### src/rtl/mem_stage_if.sv
// Wishbone classic master/slave bundle used by the MEM stage.
interface mem_stage_if #(
  parameter int unsigned ADDR_WIDTH = 32,
  parameter int unsigned DATA_WIDTH = 32
);
  logic                  wb_cyc_o;
  logic                  wb_stb_o;
  logic                  wb_we_o;
  logic [ADDR_WIDTH-1:0] wb_adr_o;
  logic [DATA_WIDTH-1:0] wb_dat_o;
  logic [3:0]            wb_sel_o;
  logic [DATA_WIDTH-1:0] wb_dat_i;
  logic                  wb_ack_i;

  modport master (
    output wb_cyc_o, wb_stb_o, wb_we_o, wb_adr_o, wb_dat_o, wb_sel_o,
    input  wb_dat_i, wb_ack_i
  );

  modport slave (
    input  wb_cyc_o, wb_stb_o, wb_we_o, wb_adr_o, wb_dat_o, wb_sel_o,
    output wb_dat_i, wb_ack_i
  );
endinterface

### src/rtl/mem_stage.sv
// Pipeline MEM stage: issues one Wishbone cycle per load/store, stalls upstream until it
// completes, and drives the MEM/WB register.
module mem_stage #(
  parameter int unsigned ADDR_WIDTH = 32,
  parameter int unsigned DATA_WIDTH = 32
) (
  input  logic                  clk,
  input  logic                  reset,
  input  logic                  MemRead,
  input  logic                  MemWrite,
  input  logic                  MemSize,
  input  logic                  MemtoReg,
  input  logic                  RegWrite,
  input  logic [ADDR_WIDTH-1:0] ALU_result,
  input  logic [DATA_WIDTH-1:0] rs2_data,
  input  logic [4:0]            rd_addr,
  mem_stage_if.master           wb,
  output logic                  mem_stall,
  output logic                  RegWrite_out,
  output logic                  MemtoReg_out,
  output logic [4:0]            rd_addr_out,
  output logic [DATA_WIDTH-1:0] wb_data_out
);

  typedef enum logic [1:0] {StIdle, StBusy, StDone} state_e;

  state_e                state_q, state_d;
  logic                  regwrite_q, memtoreg_q, is_read_q, size_q;
  logic [1:0]            off_q;
  logic [4:0]            rd_q;
  logic [ADDR_WIDTH-1:0] alu_q;
  logic [DATA_WIDTH-1:0] load_q;
  logic [7:0]            lane;
  logic [DATA_WIDTH-1:0] load_fmt;
  logic                  req;

  assign req = MemRead | MemWrite;

  always_comb begin
    state_d   = state_q;
    mem_stall = 1'b0;
    case (state_q)
      StIdle: begin
        if (req) begin
          mem_stall = 1'b1;
          state_d   = StBusy;
        end
      end
      StBusy: begin
        mem_stall = 1'b1;
        if (wb.wb_ack_i) state_d = StBusy == StBusy ? StDone : StBusy;
      end
      StDone:  state_d = StIdle;
      default: state_d = StIdle;
    endcase
    if (reset) begin
      mem_stall = 1'b0;
      state_d   = StIdle;
    end
  end

  always_comb begin
    lane = 8'h00;
    unique case (off_q)
      2'd0: lane = wb.wb_dat_i[7:0];
      2'd1: lane = wb.wb_dat_i[15:8];
      2'd2: lane = wb.wb_dat_i[23:16];
      2'd3: lane = wb.wb_dat_i[31:24];
    endcase
    load_fmt = size_q ? wb.wb_dat_i : {{(DATA_WIDTH-8){lane[7]}}, lane};
  end

  always_ff @(posedge clk) begin
    if (reset) begin
      state_q      <= StIdle;
      wb.wb_cyc_o  <= 1'b0;
      wb.wb_stb_o  <= 1'b0;
      wb.wb_we_o   <= 1'b0;
      wb.wb_adr_o  <= '0;
      wb.wb_dat_o  <= '0;
      wb.wb_sel_o  <= 4'h0;
      RegWrite_out <= 1'b0;
      MemtoReg_out <= 1'b0;
      rd_addr_out  <= 5'd0;
      wb_data_out  <= '0;
      regwrite_q   <= 1'b0;
      memtoreg_q   <= 1'b0;
      is_read_q    <= 1'b0;
      size_q       <= 1'b0;
      off_q        <= 2'd0;
      rd_q         <= 5'd0;
      alu_q        <= '0;
      load_q       <= '0;
    end else begin
      state_q <= state_d;
      case (state_q)
        StIdle: begin
          if (req) begin
            wb.wb_cyc_o  <= 1'b1;
            wb.wb_stb_o  <= 1'b1;
            wb.wb_we_o   <= MemWrite;
            wb.wb_adr_o  <= {ALU_result[ADDR_WIDTH-1:2], 2'b00};
            wb.wb_dat_o  <= MemSize ? rs2_data : {4{rs2_data[7:0]}};
            wb.wb_sel_o  <= MemSize ? 4'hF : (4'b0001 << ALU_result[1:0]);
            // A simultaneous read+write is a store; the result is the ALU value.
            is_read_q    <= MemRead & ~MemWrite;
            size_q       <= MemSize;
            off_q        <= ALU_result[1:0];
            regwrite_q   <= RegWrite;
            memtoreg_q   <= MemtoReg;
            rd_q         <= rd_addr;
            alu_q        <= ALU_result;
            RegWrite_out <= 1'b0;
          end else begin
            RegWrite_out <= RegWrite;
            MemtoReg_out <= MemtoReg;
            rd_addr_out  <= rd_addr;
            wb_data_out  <= ALU_result;
          end
        end
        StBusy: begin
          RegWrite_out <= 1'b0;
          if (wb.wb_ack_i) begin
            wb.wb_cyc_o <= 1'b0;
            wb.wb_stb_o <= 1'b0;
            wb.wb_we_o  <= 1'b0;
            load_q      <= load_fmt;
          end
        end
        StDone: begin
          RegWrite_out <= regwrite_q;
          MemtoReg_out <= memtoreg_q;
          rd_addr_out  <= rd_q;
          wb_data_out  <= is_read_q ? load_q : alu_q;
        end
        default: ;
      endcase
    end
  end

endmodule

### src/flat_wrapper.sv
// flat-port wrapper written by rule: the top's interface ports become plain ports
module mem_stage_flat 
#(
  parameter int unsigned ADDR_WIDTH = 32,
  parameter int unsigned DATA_WIDTH = 32
)
  (clk, reset, MemRead, MemWrite, MemSize, MemtoReg, RegWrite, ALU_result, rs2_data, rd_addr, mem_stall, RegWrite_out, MemtoReg_out, rd_addr_out, wb_data_out, wb_wb_cyc_o, wb_wb_stb_o, wb_wb_we_o, wb_wb_adr_o, wb_wb_dat_o, wb_wb_sel_o, wb_wb_dat_i, wb_wb_ack_i);
  mem_stage_if #(.ADDR_WIDTH(ADDR_WIDTH), .DATA_WIDTH(DATA_WIDTH)) wb_i ();
  input  logic clk;
  input  logic reset;
  input  logic MemRead;
  input  logic MemWrite;
  input  logic MemSize;
  input  logic MemtoReg;
  input  logic RegWrite;
  input  logic [ADDR_WIDTH-1:0] ALU_result;
  input  logic [DATA_WIDTH-1:0] rs2_data;
  input  logic [4:0] rd_addr;
  output logic mem_stall;
  output logic RegWrite_out;
  output logic MemtoReg_out;
  output logic [4:0] rd_addr_out;
  output logic [DATA_WIDTH-1:0] wb_data_out;
  output wire logic [$bits(wb_i.wb_cyc_o)-1:0] wb_wb_cyc_o;
  output wire logic [$bits(wb_i.wb_stb_o)-1:0] wb_wb_stb_o;
  output wire logic [$bits(wb_i.wb_we_o)-1:0] wb_wb_we_o;
  output wire logic [$bits(wb_i.wb_adr_o)-1:0] wb_wb_adr_o;
  output wire logic [$bits(wb_i.wb_dat_o)-1:0] wb_wb_dat_o;
  output wire logic [$bits(wb_i.wb_sel_o)-1:0] wb_wb_sel_o;
  input wire logic [$bits(wb_i.wb_dat_i)-1:0] wb_wb_dat_i;
  input wire logic [$bits(wb_i.wb_ack_i)-1:0] wb_wb_ack_i;
  assign wb_wb_cyc_o = wb_i.wb_cyc_o;
  assign wb_wb_stb_o = wb_i.wb_stb_o;
  assign wb_wb_we_o = wb_i.wb_we_o;
  assign wb_wb_adr_o = wb_i.wb_adr_o;
  assign wb_wb_dat_o = wb_i.wb_dat_o;
  assign wb_wb_sel_o = wb_i.wb_sel_o;
  assign wb_i.wb_dat_i = wb_wb_dat_i;
  assign wb_i.wb_ack_i = wb_wb_ack_i;
  mem_stage #(.ADDR_WIDTH(ADDR_WIDTH), .DATA_WIDTH(DATA_WIDTH)) u_core (.clk(clk), .reset(reset), .MemRead(MemRead), .MemWrite(MemWrite), .MemSize(MemSize), .MemtoReg(MemtoReg), .RegWrite(RegWrite), .ALU_result(ALU_result), .rs2_data(rs2_data), .rd_addr(rd_addr), .wb(wb_i), .mem_stall(mem_stall), .RegWrite_out(RegWrite_out), .MemtoReg_out(MemtoReg_out), .rd_addr_out(rd_addr_out), .wb_data_out(wb_data_out));
endmodule
### config.mk
export PLATFORM = sky130hd
export DESIGN_NAME = mem_stage_flat
export DESIGN_NICKNAME = d
export VERILOG_FILES = /design/src/rtl/mem_stage_if.sv /design/src/rtl/mem_stage.sv /design/src/flat_wrapper.sv
export SDC_FILE = /design/constraint.sdc
export NUM_CORES = 1
export LEC_CHECK = 0
export ABC_AREA = 1
export BUFFER_PORTS_ARGS = -buffer_cell sky130_fd_sc_hd__buf_2
export CELL_PAD_IN_SITES_DETAIL_PLACEMENT = 1
export CELL_PAD_IN_SITES_GLOBAL_PLACEMENT = 2
export CORE_ASPECT_RATIO = 0.75
export CORE_MARGIN = 2
export CORE_UTILIZATION = 30
export CTS_CLUSTER_DIAMETER = 60
export DETAILED_ROUTE_END_ITERATION = 8
export GPL_TIMING_DRIVEN = 0
export PLACE_DENSITY_LB_ADDON = 0.1
export SLEW_MARGIN = 40
export SYNTH_ARGS = -nofsm -noshare
export SYNTH_HDL_FRONTEND = slang
export SYNTH_SLANG_ARGS = --single-unit
### constraint.sdc
create_clock -name clk -period 5.1 [get_ports clk]
set_clock_uncertainty 0.1 [all_clocks]
set_input_delay 1.02 -clock clk [delete_from_list [all_inputs] [get_ports clk]]
set_output_delay 1.02 -clock clk [all_outputs]
set_load 0.01 [all_outputs]
# After elaboration in Yosys (flattened, before gate mapping)
# Index checks and enable logic that the tools add are counted.
# Widths: inputs -> output; s select.
[totals]
reg_bits = 184
[op_classes]
eq_ne = 8
shifts = 1
mux = 24
bitwise = 3
n_reduce_logical = 10
[ops]
columns = ["operator", "count"]
rows = [
  ["$mux 32", 4],
  ["$pmux 32 s2", 1],
  ["$pmux 8 s4", 1],
  ["$pmux 5 s2", 1],
  ["$pmux 1 s2", 4],
  ["$reduce_and 2->1", 4],
  ["$mux 1", 7],
  ["$eq 2x2->1 const B", 3],
  ["$mux 5", 1],
  ["$eq 2x1->1 const B", 2],
  ["$logic_not 2->1", 2],
  ["$mux 2", 2],
  ["$mux 4", 1],
  ["$ne 2x2->1 const B", 2],
  ["$pmux 2 s2", 1],
  ["$reduce_bool 2->1", 2],
  ["$shl 1x2->4 const A", 1],
  ["$pmux 1 s3", 1],
  ["$reduce_and 3->1", 1],
  ["$reduce_bool 3->1", 1],
  ["$ne 2x1->1 const B", 1],
  ["$and 1x1->1", 1],
  ["$not 1->1", 1],
  ["$or 1x1->1", 1],
]

# Longest topological paths before layout
# Gate-level depths: netlist of run 1.
[depth]
depth_word = 4
ltp_mapped = 9

# Least setup slack after synthesis of run 1
# Ideal clock, no wire load.
[synth_path]
path_type = "input to output"
start = "input MemWrite"
end = "output mem_stall"
t_arrival_ps = 1685
required_time_ps = 3980
setup_slack_ps = 2295
cell_stages = 4
n_path_buf = 2
cell_sequence = "o21ai_2 buf_4 buf_2 a21oi_1"
[synth_between]
elab_chain_len = 4
[synth_lines]
columns = ["item", "line_no", "text"]
rows = [
  ["start, declared", "flat_wrapper.sv:12", "input logic MemWrite;"],
  ["$or 1x1->1", "mem_stage.sv:37", "assign req = MemRead | MemWrite;"],
  ["$mux 1", "mem_stage.sv:44", "if (req) begin"],
  ["$pmux 1 s2", "mem_stage.sv:42", "case (state_q)"],
  ["$mux 1", "mem_stage.sv:56", "if (reset) begin"],
  ["end, declared", "flat_wrapper.sv:19", "output logic mem_stall;"],
]
# No other way between the ends.

# Final worst setup path of run 1
[layout_path]
start = "register u_core.state_q[1]"
end = "output mem_stall"
[layout_between]
elab_chain_len = 3
elab_cells_between_ends = 4
cone_classes = "eq/ne: 1; mux: 2; reduce/logical: 1"
[layout_lines]
columns = ["item", "line_no", "text"]
rows = [
  ["start, declared", "mem_stage.sv:27", "state_e state_q, state_d;"],
  ["start signal, assigned", "mem_stage.sv:75", "state_q <= StIdle;"],
  ["start signal, assigned", "mem_stage.sv:95", "state_q <= state_d;"],
  ["$eq 2x1->1 or $logic_not 2->1 (tied branches)", "mem_stage.sv:42", ""],
  ["$pmux 1 s2 *", "mem_stage.sv:42", ""],
  ["$mux 1 *", "mem_stage.sv:56", ""],
]
# Mark *: on every way between the ends. The rest lies on a longest branch, timed or not.

==> flow_summary.yaml, run 1 <==
run_status:
  run_status: "completed"
clocking:
  cts_resized: 0
  cts.reportedPaths.clkPinSlew_ps: 60
  postCtsSetupBuffers: 0
  number_of_buffers_added_to_fix_hold_violations_after_cts: 0
  clock-sinks: 152
  clk_path_buf_depth: 2
  root_buffer: "sky130_fd_sc_hd__clkbuf_16"
  tritoncts: "done"
  insertion_delay_to_the_later_sink_of_the_worst_skew_pair_ps: 440
  cts-buffers-inserted: 17
  clock_tree.htree_level_count: 4
synth:
  yosys.area_share.adder: 0.008949
  combinational_family_with_the_most_area_after_synthesis: "compound AO/OA/AOI/OAI gates"
  syn_area_per_cell_um2: 7.148
  synth-xor-area-share: 0
  synth_flop_cell: "sky130_fd_sc_hd__dfxtp_1"
  synthCells: 978
  ys_warn_count: 0
  ys_seq_area_frac: 0.4353
  synthSimpleGateAreaFrac: 0.1793
  synth-async-reset-ratio: 0
  post_synth_cell_types: 26
  synth_enable_flop_cells: 0
  compound_gate_portion_of_the_synthesized_area: 0.2429
  synth.ff_latch_count: 152
  mux_contribution_to_synthesized_area: 0
  netlist_area_um2: 6990
setup_path:
  cp_slowest_cell: "sky130_fd_sc_hd__dfxtp_1"
  timing.critical_path.fanout_max: 10
  critPathLaunchType: "register"
  kind_of_capture_point_of_the_worst_setup_path: "primary output"
  critical_path_class: "reg2out"
  timing.critical_path.slowest_cell_delay_ps: 410
  timing.critical_path.max_delay_family: "buffers and inverters"
  critPathArrivalTime_ps: 2320
  timing.critical_path.required_ps: 3980
  reg2regPathDepth: 7
  critical_path_buffers_and_inverters: 5
  cp_cell_sequence: "inv_1 -> ha_1 -> buf_4 -> o21ai_2 -> buf_4 -> buf_2 -> a21oi_1 -> buf_2"
  critical_path.reg2reg.startpoint: "u_core.state_q[1]"
  r2r_end: "u_core.load_q[28]"
  regToRegSetupSlack_ps: 2970
  setup.worst_path.start: "u_core.state_q[1]"
route:
  finalWirelength_um: 27120
  detail_route.wirelength.met1_um: 14050
  drt_first_pass_iters: 5
  drc_errors: 0
  vias_per_cell: 4.757
  highest-signal-layer: "met4"
  dr_total_vias: 7278
  postRouteAntennaNets: 0
  post_detailed_route_wirelength_per_cell_um: 17.72
  route.met3.wl_um: 1272
  initialDrtViolationCount: 356
  wl_met2_um: 11380
sta:
  timing_hold_violations_final: 0
  maxSlewHeadroom: 0.5377
  fin_ws_ps: 1659
  fmax_mhz: 290.6
  setup_violations: 0
  worst-slew-pin-transition_ps: 693.4
  final.setup.tns_ps: 0
  timing.final.crit_period_ps: 3441
  grt_setup_unrepaired: "false"
  final_max_slew_viols: 0
  part_of_the_cycle_the_worst_path_needs: 0.6746
global_route:
  global_route.usage.total: 0.2220
  grt_first_pass_wirelength_um: 41700
  antenna_found_initial: 3
  grt_pass1_vias: 7136
  grt_ovf: 0
  pin_count_of_the_biggest_net_entering_global_routing: 17
power:
  total_leakage_power_nw: 4.305
  power.density_cell_area_nw_per_um2: 402.5
  peakVddDrop_mv: 0.2315
finish:
  multi_input_comb_area_um2: 3022
  fillers: 2973
  area.sequential_um2: 3043
  post_route_cells_drive_above_1_share: 0.2698
  area_growth_pct: 29.80
  number_of_nets_in_the_finished_design: 1328
placed_design:
  post-dp-hpwl_um: 20810
  buffer_ports.inserted: 216
  place_ws_ps: 1666
  gpl.final_weighted_congestion: 0.7762
worst_hold_path:
  timing.hold.worst.class: "reg2reg"
  worstHoldPathCells: 2
  worstHoldEndpoint: "u_core.load_q[3]"
  hold_start: "u_core.load_q[3]"
job:
  drv.max_cap_violation_count: 0
floorplan:
  die_width_um: 180.3
  fp.dieArea_um2: 24550
  placeable_core_region_um2: 22940
  io_pins: 220
  placement_rows: 48
  die-height_um: 136.2
  initial_core_utilization: 0.3047
==> registers in the layout, indices dropped and copies added (netlist names), 2 cells and up <==
signal / cells
u_core.rd_q: 5
u_core.load_q: 32
u_core.alu_q: 31
u_core.wb.wb_dat_o: 32
u_core.state_q: 2
u_core.rd_addr_out: 5
u_core.wb.wb_sel_o: 4
u_core.wb_data_out: 32
==> layout make-up <==
cell class / count / area share
diodes: 3 / 0.0008274
plain buffers: 103 / 0.07033
clock buffers: 17 / 0.04688
clock inverters: 15 / 0.02096
inverters: 77 / 0.03213
multi-input cells: 647 / 0.3330
flip-flops and latches: 152 / 0.3354
well taps: 300 / 0.04137
repair buffers: 216 / 0.1191
==> worst min-delay path, cell delays in order (launching register included) <==
cell	delay, ps
sky130_fd_sc_hd__dfxtp_1	310
sky130_fd_sc_hd__nand2_1	60
sky130_fd_sc_hd__a21oi_1	50
==> how the worst max path moves through the flow <==
stage | end | slack (ps) | cells past startpoint
floorplan | mem_stall | 2290 | 4
global placement | mem_stall | 1680 | 6
detailed placement | mem_stall | 1670 | 6
CTS | mem_stall | 1630 | 8
global route | mem_stall | 1570 | 8
finish | mem_stall | 1660 | 8
==> kinds of logic (layout without fill, tap and decap cells) <==
kind of cell	Yosys count	in the layout
fa+ha+maj	5	5
buf+inv	180	428
simple gates	318	318
flops	152	152
other cells	1	5
compound gates	322	322
==> metrics by stage <==
| step | util | hold slack (ps) | cells | instance area, µm² | power [W] |
|---|---|---|---|---|---|
| detailed placement | 0.3683 | 355.3 | 1495 | 8451 | 0.002316 |
| global route | 0.3955 | 389.5 | 1530 | 9074 | 0.003843 |
| CTS | 0.3952 | 368.7 | 1527 | 9066 | 0.003684 |
| global placement | 0.3683 | 344.7 | 1495 | 8451 | 0.002302 |
| finish | 0.3955 | 366.5 | 1530 | 9074 | 0.003652 |
| floorplan | - | 323.9 | 979 | 6994 | 0.001954 |
==> metal layers <==
metal | global-route usage | up-vias
met5 | 0 | -
met4 | 0.06496 | 0
met1 | 0.3218 | 3426
li1 | - | 3648
met2 | 0.3316 | 181
met3 | 0.04500 | 23
==> placed cells by master (no fill, tap or decap), drive strengths merged <==
master / netlist / layout
clkinv: 0 / 4
nor2: 84 / 84
buf: 69 / 285
dfxtp: 152 / 152
o21ai: 148 / 148
a31oi: 26 / 26
conb: 1 / 2
ha: 5 / 5
o211ai: 1 / 1
clkbuf: 34 / 51
a211oi: 7 / 7
inv: 77 / 83
nand3: 24 / 24
nand2: 208 / 208
bufinv: 0 / 3
a21oi: 140 / 140
clkinvlp: 0 / 2
nor3: 2 / 2
diode: 0 / 3
==> power breakdown <==
part	switching (W)	internal [W]	leakage, nW
Combinational	0.000547	0.000329	2.75
Sequential	0.0000784	0.00133	1.25
Clock	0.000582	0.000782	0.298
==> synthesized netlist by cell type (4+ instances only) <==
cell	number	area, µm²
sky130_fd_sc_hd__buf_6	7	78.83
sky130_fd_sc_hd__buf_2	14	70.07
sky130_fd_sc_hd__a31oi_1	26	162.7
sky130_fd_sc_hd__nand2_1	206	773.2
sky130_fd_sc_hd__dfxtp_1	152	3043
sky130_fd_sc_hd__o21ai_1	9	45.04
sky130_fd_sc_hd__nor2_1	81	304.0
sky130_fd_sc_hd__ha_1	5	62.56
sky130_fd_sc_hd__a21oi_1	140	700.7
sky130_fd_sc_hd__inv_1	75	281.5
sky130_fd_sc_hd__buf_4	48	360.4
sky130_fd_sc_hd__o21ai_0	136	680.7
sky130_fd_sc_hd__clkbuf_1	33	123.9
sky130_fd_sc_hd__a211oi_1	4	30.03
sky130_fd_sc_hd__nand3_1	24	120.1
Power figures use the tool's default switching activity.
==> inputs of run 2 (changes only) <==
--- a/config.mk
+++ b/config.mk
@@ -11,7 +11,7 @@
 export CELL_PAD_IN_SITES_GLOBAL_PLACEMENT = 2
 export CORE_ASPECT_RATIO = 0.75
 export CORE_MARGIN = 2
-export CORE_UTILIZATION = 30
+export CORE_UTILIZATION = 27
 export CTS_CLUSTER_DIAMETER = 60
 export DETAILED_ROUTE_END_ITERATION = 8
 export GPL_TIMING_DRIVEN = 0
==> constraint.sdc (replaced) <==
create_clock -name clk -period 3.25 [get_ports clk]
set_clock_uncertainty 0.1 [all_clocks]
set_input_delay 0.65 -clock clk [delete_from_list [all_inputs] [get_ports clk]]
set_output_delay 0.65 -clock clk [all_outputs]
set_load 0.01 [all_outputs]
==> flow_summary.yaml, run 2 (same netlist as run 1, synthesis figures left out) <==
sta:
  fmax_mhz: 341.9
  grt_setup_unrepaired: "false"
  setup_violations: 0
  worst-slew-pin-transition_ps: 788.3
  timing_hold_violations_final: 0
  final_max_slew_viols: 0
  final.setup.tns_ps: 0
  part_of_the_cycle_the_worst_path_needs: 0.9001
  timing.final.crit_period_ps: 2925
  fin_ws_ps: 324.8
  maxSlewHeadroom: 0.4745
clocking:
  clk_path_buf_depth: 2
  postCtsSetupBuffers: 0
  cts.reportedPaths.clkPinSlew_ps: 60
  clock-sinks: 152
  number_of_buffers_added_to_fix_hold_violations_after_cts: 0
  tritoncts: "done"
  clock_tree.htree_level_count: 4
  insertion_delay_to_the_later_sink_of_the_worst_skew_pair_ps: 430
  cts-buffers-inserted: 17
  cts_resized: 0
  root_buffer: "sky130_fd_sc_hd__clkbuf_16"
worst_hold_path:
  timing.hold.worst.class: "reg2reg"
job:
  drv.max_cap_violation_count: 0
route:
  finalWirelength_um: 28110
  drt_first_pass_iters: 4
  drc_errors: 0
  postRouteAntennaNets: 0
  dr_total_vias: 7161
  vias_per_cell: 4.573
  post_detailed_route_wirelength_per_cell_um: 17.95
  initialDrtViolationCount: 291
floorplan:
  die-height_um: 143.4
  placement_rows: 50
  die_width_um: 189.8
  io_pins: 220
  fp.dieArea_um2: 27210
  placeable_core_region_um2: 25210
  initial_core_utilization: 0.2773
global_route:
  grt_ovf: 0
  global_route.usage.total: 0.2102
  grt_pass1_vias: 7212
  grt_first_pass_wirelength_um: 43040
  pin_count_of_the_biggest_net_entering_global_routing: 17
  antenna_found_initial: 4
finish:
  number_of_nets_in_the_finished_design: 1328
  stdcell_area_um2: 9111
  final_common_cell: "sky130_fd_sc_hd__buf_2"
  layout.cells.most_common_list: "230 x sky130_fd_sc_hd__buf_2, 206 x sky130_fd_sc_hd__nand2_1, 152 x sky130_fd_sc_hd__dfxtp_1"
  reg.largest.list: "u_core.load_q (32), u_core.wb.wb_dat_o (32), u_core.wb_data_out (32)"
  area_growth_pct: 30.34
  final_cells: 1566
  post_route_cells_drive_above_1_share: 0.2684
power:
  total_power_w: 0.005707
  peakVddDrop_mv: 0.3452
  total_leakage_power_nw: 4.294
  power.density_cell_area_nw_per_um2: 626.3
placed_design:
  gpl.final_weighted_congestion: 0.7865
  placed_cells_incl_taps: 1533
  post_dp_cell_area_um2: 8498
  post-dp-hpwl_um: 21660
  place_ws_ps: 698.2
  buffer_ports.inserted: 216
setup_path:
  critical_path_class: "reg2out"
  critPathArrivalTime_ps: 2180
  timing.critical_path.required_ps: 2500
  critical_path_buffers_and_inverters: 5
  timing.critical_path.slowest_cell_delay_ps: 360
  regToRegSetupSlack_ps: 1170
  timing.critical_path.fanout_max: 10
  cp_cell_sequence: "inv_1 -> ha_1 -> buf_4 -> o21ai_2 -> buf_4 -> buf_2 -> a21oi_1 -> buf_2"
  critPathLaunchType: "register"
  kind_of_capture_point_of_the_worst_setup_path: "primary output"
  timing.critical_path.max_delay_family: "buffers and inverters"
  cp_slowest_cell: "sky130_fd_sc_hd__dfxtp_1"
run_status:
  run_status: "completed"
==> run 2: cell types whose count changed in the layout (fill, tap and decap cells not counted), sizes merged <==
cell      previous run  this run
bufinv               3         4
clkbuf              51        52
clkinvlp             2         4
diode                3         2
inv                 83        78
==> run 2: through the flow <==
step / util / hold slack (ps)
4_1_cts: 0.3612 / 362.1
2_1_floorplan: - / 323.9
6_report: 0.3614 / 353.2
3_3_place_gp: 0.3371 / 347.5
5_1_grt: 0.3612 / 364.2
3_5_place_dp: 0.3371 / 350.7
==> run 2: layout make-up <==
cell class	count	area, µm²
tap	338	422.9
clock buffer	18	429.2
antenna	2	5.005
fill	3219	16100
multi-input combinational	647	3022
timing repair buffer	216	1081
buffer	103	638.1
inverter	77	291.5
sequential	152	3043
clock inverter	13	178.9
==> run 2: path summary, 6_finish.rpt <==
kind / from / end / depth (start not counted)
max: u_core.state_q[0] / mem_stall / 8
max reg2reg: u_core.state_q[1] / u_core.load_q[29] / 7
min reg2reg: u_core.memtoreg_q / u_core.memtoreg_q / 2
min: u_core.memtoreg_q / u_core.memtoreg_q / 2
==> run 2: worst register-to-register path: stages (launching register included) <==
cell	delay, ps
sky130_fd_sc_hd__dfxtp_1	380
sky130_fd_sc_hd__inv_1	100
sky130_fd_sc_hd__ha_1	240
sky130_fd_sc_hd__nand2_1	230
sky130_fd_sc_hd__buf_4	230
sky130_fd_sc_hd__clkbuf_1	430
sky130_fd_sc_hd__a21oi_1	140
sky130_fd_sc_hd__a21oi_1	170
==> run 2: routing by layer <==
layer,wire length (µm),vias up,global-route usage
li1,-,3638,-
met1,14840,3348,0.3094
met2,11720,154,0.3193
met3,1367,17,0.04054
met4,162,4,0.04039
met5,14,-,0
==> run 2: power by group <==
part | total, W | switching, W | internal (W)
clock network | 0.00211 | 0.000835 | 0.00128
registers | 0.00222 | 0.000124 | 0.00209
logic | 0.00138 | 0.000861 | 0.000516
total | 0.00571 | 0.00182 | 0.00389
==> inputs of run 3 (changes only) <==
--- a/config.mk
+++ b/config.mk
@@ -7,15 +7,16 @@
 export LEC_CHECK = 0
 export ABC_AREA = 1
 export BUFFER_PORTS_ARGS = -buffer_cell sky130_fd_sc_hd__buf_2
+export CAP_MARGIN = 10
 export CELL_PAD_IN_SITES_DETAIL_PLACEMENT = 1
-export CELL_PAD_IN_SITES_GLOBAL_PLACEMENT = 2
+export CELL_PAD_IN_SITES_GLOBAL_PLACEMENT = 1
 export CORE_ASPECT_RATIO = 0.75
 export CORE_MARGIN = 2
-export CORE_UTILIZATION = 27
+export CORE_UTILIZATION = 36
 export CTS_CLUSTER_DIAMETER = 60
 export DETAILED_ROUTE_END_ITERATION = 8
 export GPL_TIMING_DRIVEN = 0
-export PLACE_DENSITY_LB_ADDON = 0.1
+export PLACE_DENSITY_LB_ADDON = 0.25
 export SLEW_MARGIN = 40
 export SYNTH_ARGS = -nofsm -noshare
 export SYNTH_HDL_FRONTEND = slang
==> flow_summary.yaml, run 3 (same netlist as run 1, synthesis figures left out) <==
setup_path:
  critPathLaunchType: "register"
  timing.critical_path.required_ps: 2500
  critPathArrivalTime_ps: 2250
  timing.critical_path.max_delay_family: "buffers and inverters"
  cp_cell_sequence: "inv_1 -> ha_1 -> buf_4 -> o21ai_2 -> buf_4 -> buf_2 -> a21oi_1 -> buf_2"
  timing.critical_path.slowest_cell_delay_ps: 410
  cp_slowest_cell: "sky130_fd_sc_hd__dfxtp_1"
  kind_of_capture_point_of_the_worst_setup_path: "primary output"
  critical_path_class: "reg2out"
  timing.critical_path.fanout_max: 10
  critical_path_buffers_and_inverters: 5
clocking:
  clock_tree.htree_level_count: 4
  tritoncts: "done"
  cts_resized: 0
  insertion_delay_to_the_later_sink_of_the_worst_skew_pair_ps: 420
  cts-buffers-inserted: 17
  postCtsSetupBuffers: 0
  cts.reportedPaths.clkPinSlew_ps: 60
  clk_path_buf_depth: 2
  clock-sinks: 152
  root_buffer: "sky130_fd_sc_hd__clkbuf_16"
  number_of_buffers_added_to_fix_hold_violations_after_cts: 0
finish:
  area_growth_pct: 28.05
  fillers: 2532
  number_of_nets_in_the_finished_design: 1328
  finish.utilization: 0.4659
  layout.cells.most_common_list: "230 x sky130_fd_sc_hd__buf_2, 206 x sky130_fd_sc_hd__nand2_1, 152 x sky130_fd_sc_hd__dfxtp_1"
  final_common_cell: "sky130_fd_sc_hd__buf_2"
  reg.largest.list: "u_core.load_q (32), u_core.wb.wb_dat_o (32), u_core.wb_data_out (32)"
  post_route_cells_drive_above_1_share: 0.2675
sta:
  timing_hold_violations_final: 0
  final.setup.tns_ps: 0
  maxSlewHeadroom: 0.4802
  setup_violations: 0
  final_max_slew_viols: 0
  worst-slew-pin-transition_ps: 779.7
  fmax_mhz: 333.7
  grt_setup_unrepaired: "false"
  part_of_the_cycle_the_worst_path_needs: 0.9221
  timing.final.crit_period_ps: 2997
route:
  postRouteAntennaNets: 0
  vias_per_cell: 4.969
  initialDrtViolationCount: 430
  dr_total_vias: 7369
  drc_errors: 0
  finalWirelength_um: 25850
  post_detailed_route_wirelength_per_cell_um: 17.43
  drt_first_pass_iters: 4
job:
  drv.max_cap_violation_count: 0
power:
  power.density_cell_area_nw_per_um2: 611.8
  peakVddDrop_mv: 0.2923
  total_leakage_power_nw: 4.278
placed_design:
  buffer_ports.inserted: 216
  gpl.final_weighted_congestion: 0.8227
  post-dp-hpwl_um: 19810
floorplan:
  fp.dieArea_um2: 20560
  io_pins: 220
  placeable_core_region_um2: 19210
  initial_core_utilization: 0.3638
  die-height_um: 124.7
  placement_rows: 44
  die_width_um: 164.9
global_route:
  grt_pass1_vias: 7308
  grt_ovf: 0
  pin_count_of_the_biggest_net_entering_global_routing: 17
  grt_first_pass_wirelength_um: 40020
  antenna_found_initial: 3
  global_route.usage.total: 0.2531
run_status:
  run_status: "completed"
worst_hold_path:
  timing.hold.worst.class: "reg2reg"
[run 3: report_power, final]
group / total (W) / leakage (nW) / switching [W] / internal [W]
clock: 0.00189 / 0.271 / 0.000788 / 0.00110
sequential: 0.00222 / 1.25 / 0.000127 / 0.00209
combinational: 0.00137 / 2.75 / 0.000849 / 0.000517
[run 3: metrics by stage]
stage	cells	total power [W]	hold slack, ps	setup WS [ps]	area (µm²)
6_report	1483	0.005476	362.2	253.2	8951
5_1_grt	1480	0.005758	376.4	134.6	8944
4_1_cts	1479	0.005501	361.1	246.2	8941
3_5_place_dp	1448	0.003613	342.5	673.9	8392
3_3_place_gp	1448	0.003575	337.6	686.4	8392
2_1_floorplan	979	0.003066	323.9	1176	6994
[run 3: final timing paths]
check / slack (ps) / endpoint / cells past startpoint / startpoint
setup / recovery: 250 / mem_stall / 8 / u_core.state_q[1]
hold / removal: 360 / u_core.wb.wb_we_o / 2 / u_core.wb.wb_we_o
setup reg to reg: 1060 / u_core.wb_data_out[30] / 9 / u_core.state_q[0]
hold reg to reg: 360 / u_core.wb.wb_we_o / 2 / u_core.wb.wb_we_o
[run 3: tightest hold or removal path: cells and delay by family, from the launching register on]
kind               cells  cell delay (ps)
DFF                    1              300
and+or+nand+nor        1               60
AOI/OAI and AO/OA      1               50
[run 3: area by class of cell]
cell class | instances | area, µm² | area share
Timing Repair Buffer | 216 | 1081 | 0.1208
Clock inverter | 9 | 75.07 | 0.008387
Tap cell | 253 | 316.6 | 0.03536
Multi-Input combinational cell | 647 | 3022 | 0.3376
Clock buffer | 22 | 474.2 | 0.05298
Sequential cell | 152 | 3043 | 0.3400
Inverter | 77 | 291.5 | 0.03257
Buffer | 103 | 638.1 | 0.07129
Antenna cell | 4 | 10.01 | 0.001118
[run 3: per-layer routing]
| metal | routed length (µm) | vias up | GRT usage |
|---|---|---|---|
| met5 | 0 | - | 0 |
| met4 | 378 | 0 | 0.06292 |
| met3 | 1533 | 26 | 0.05195 |
| met2 | 10830 | 209 | 0.3660 |
| met1 | 13110 | 3490 | 0.3809 |
| li1 | - | 3644 | - |
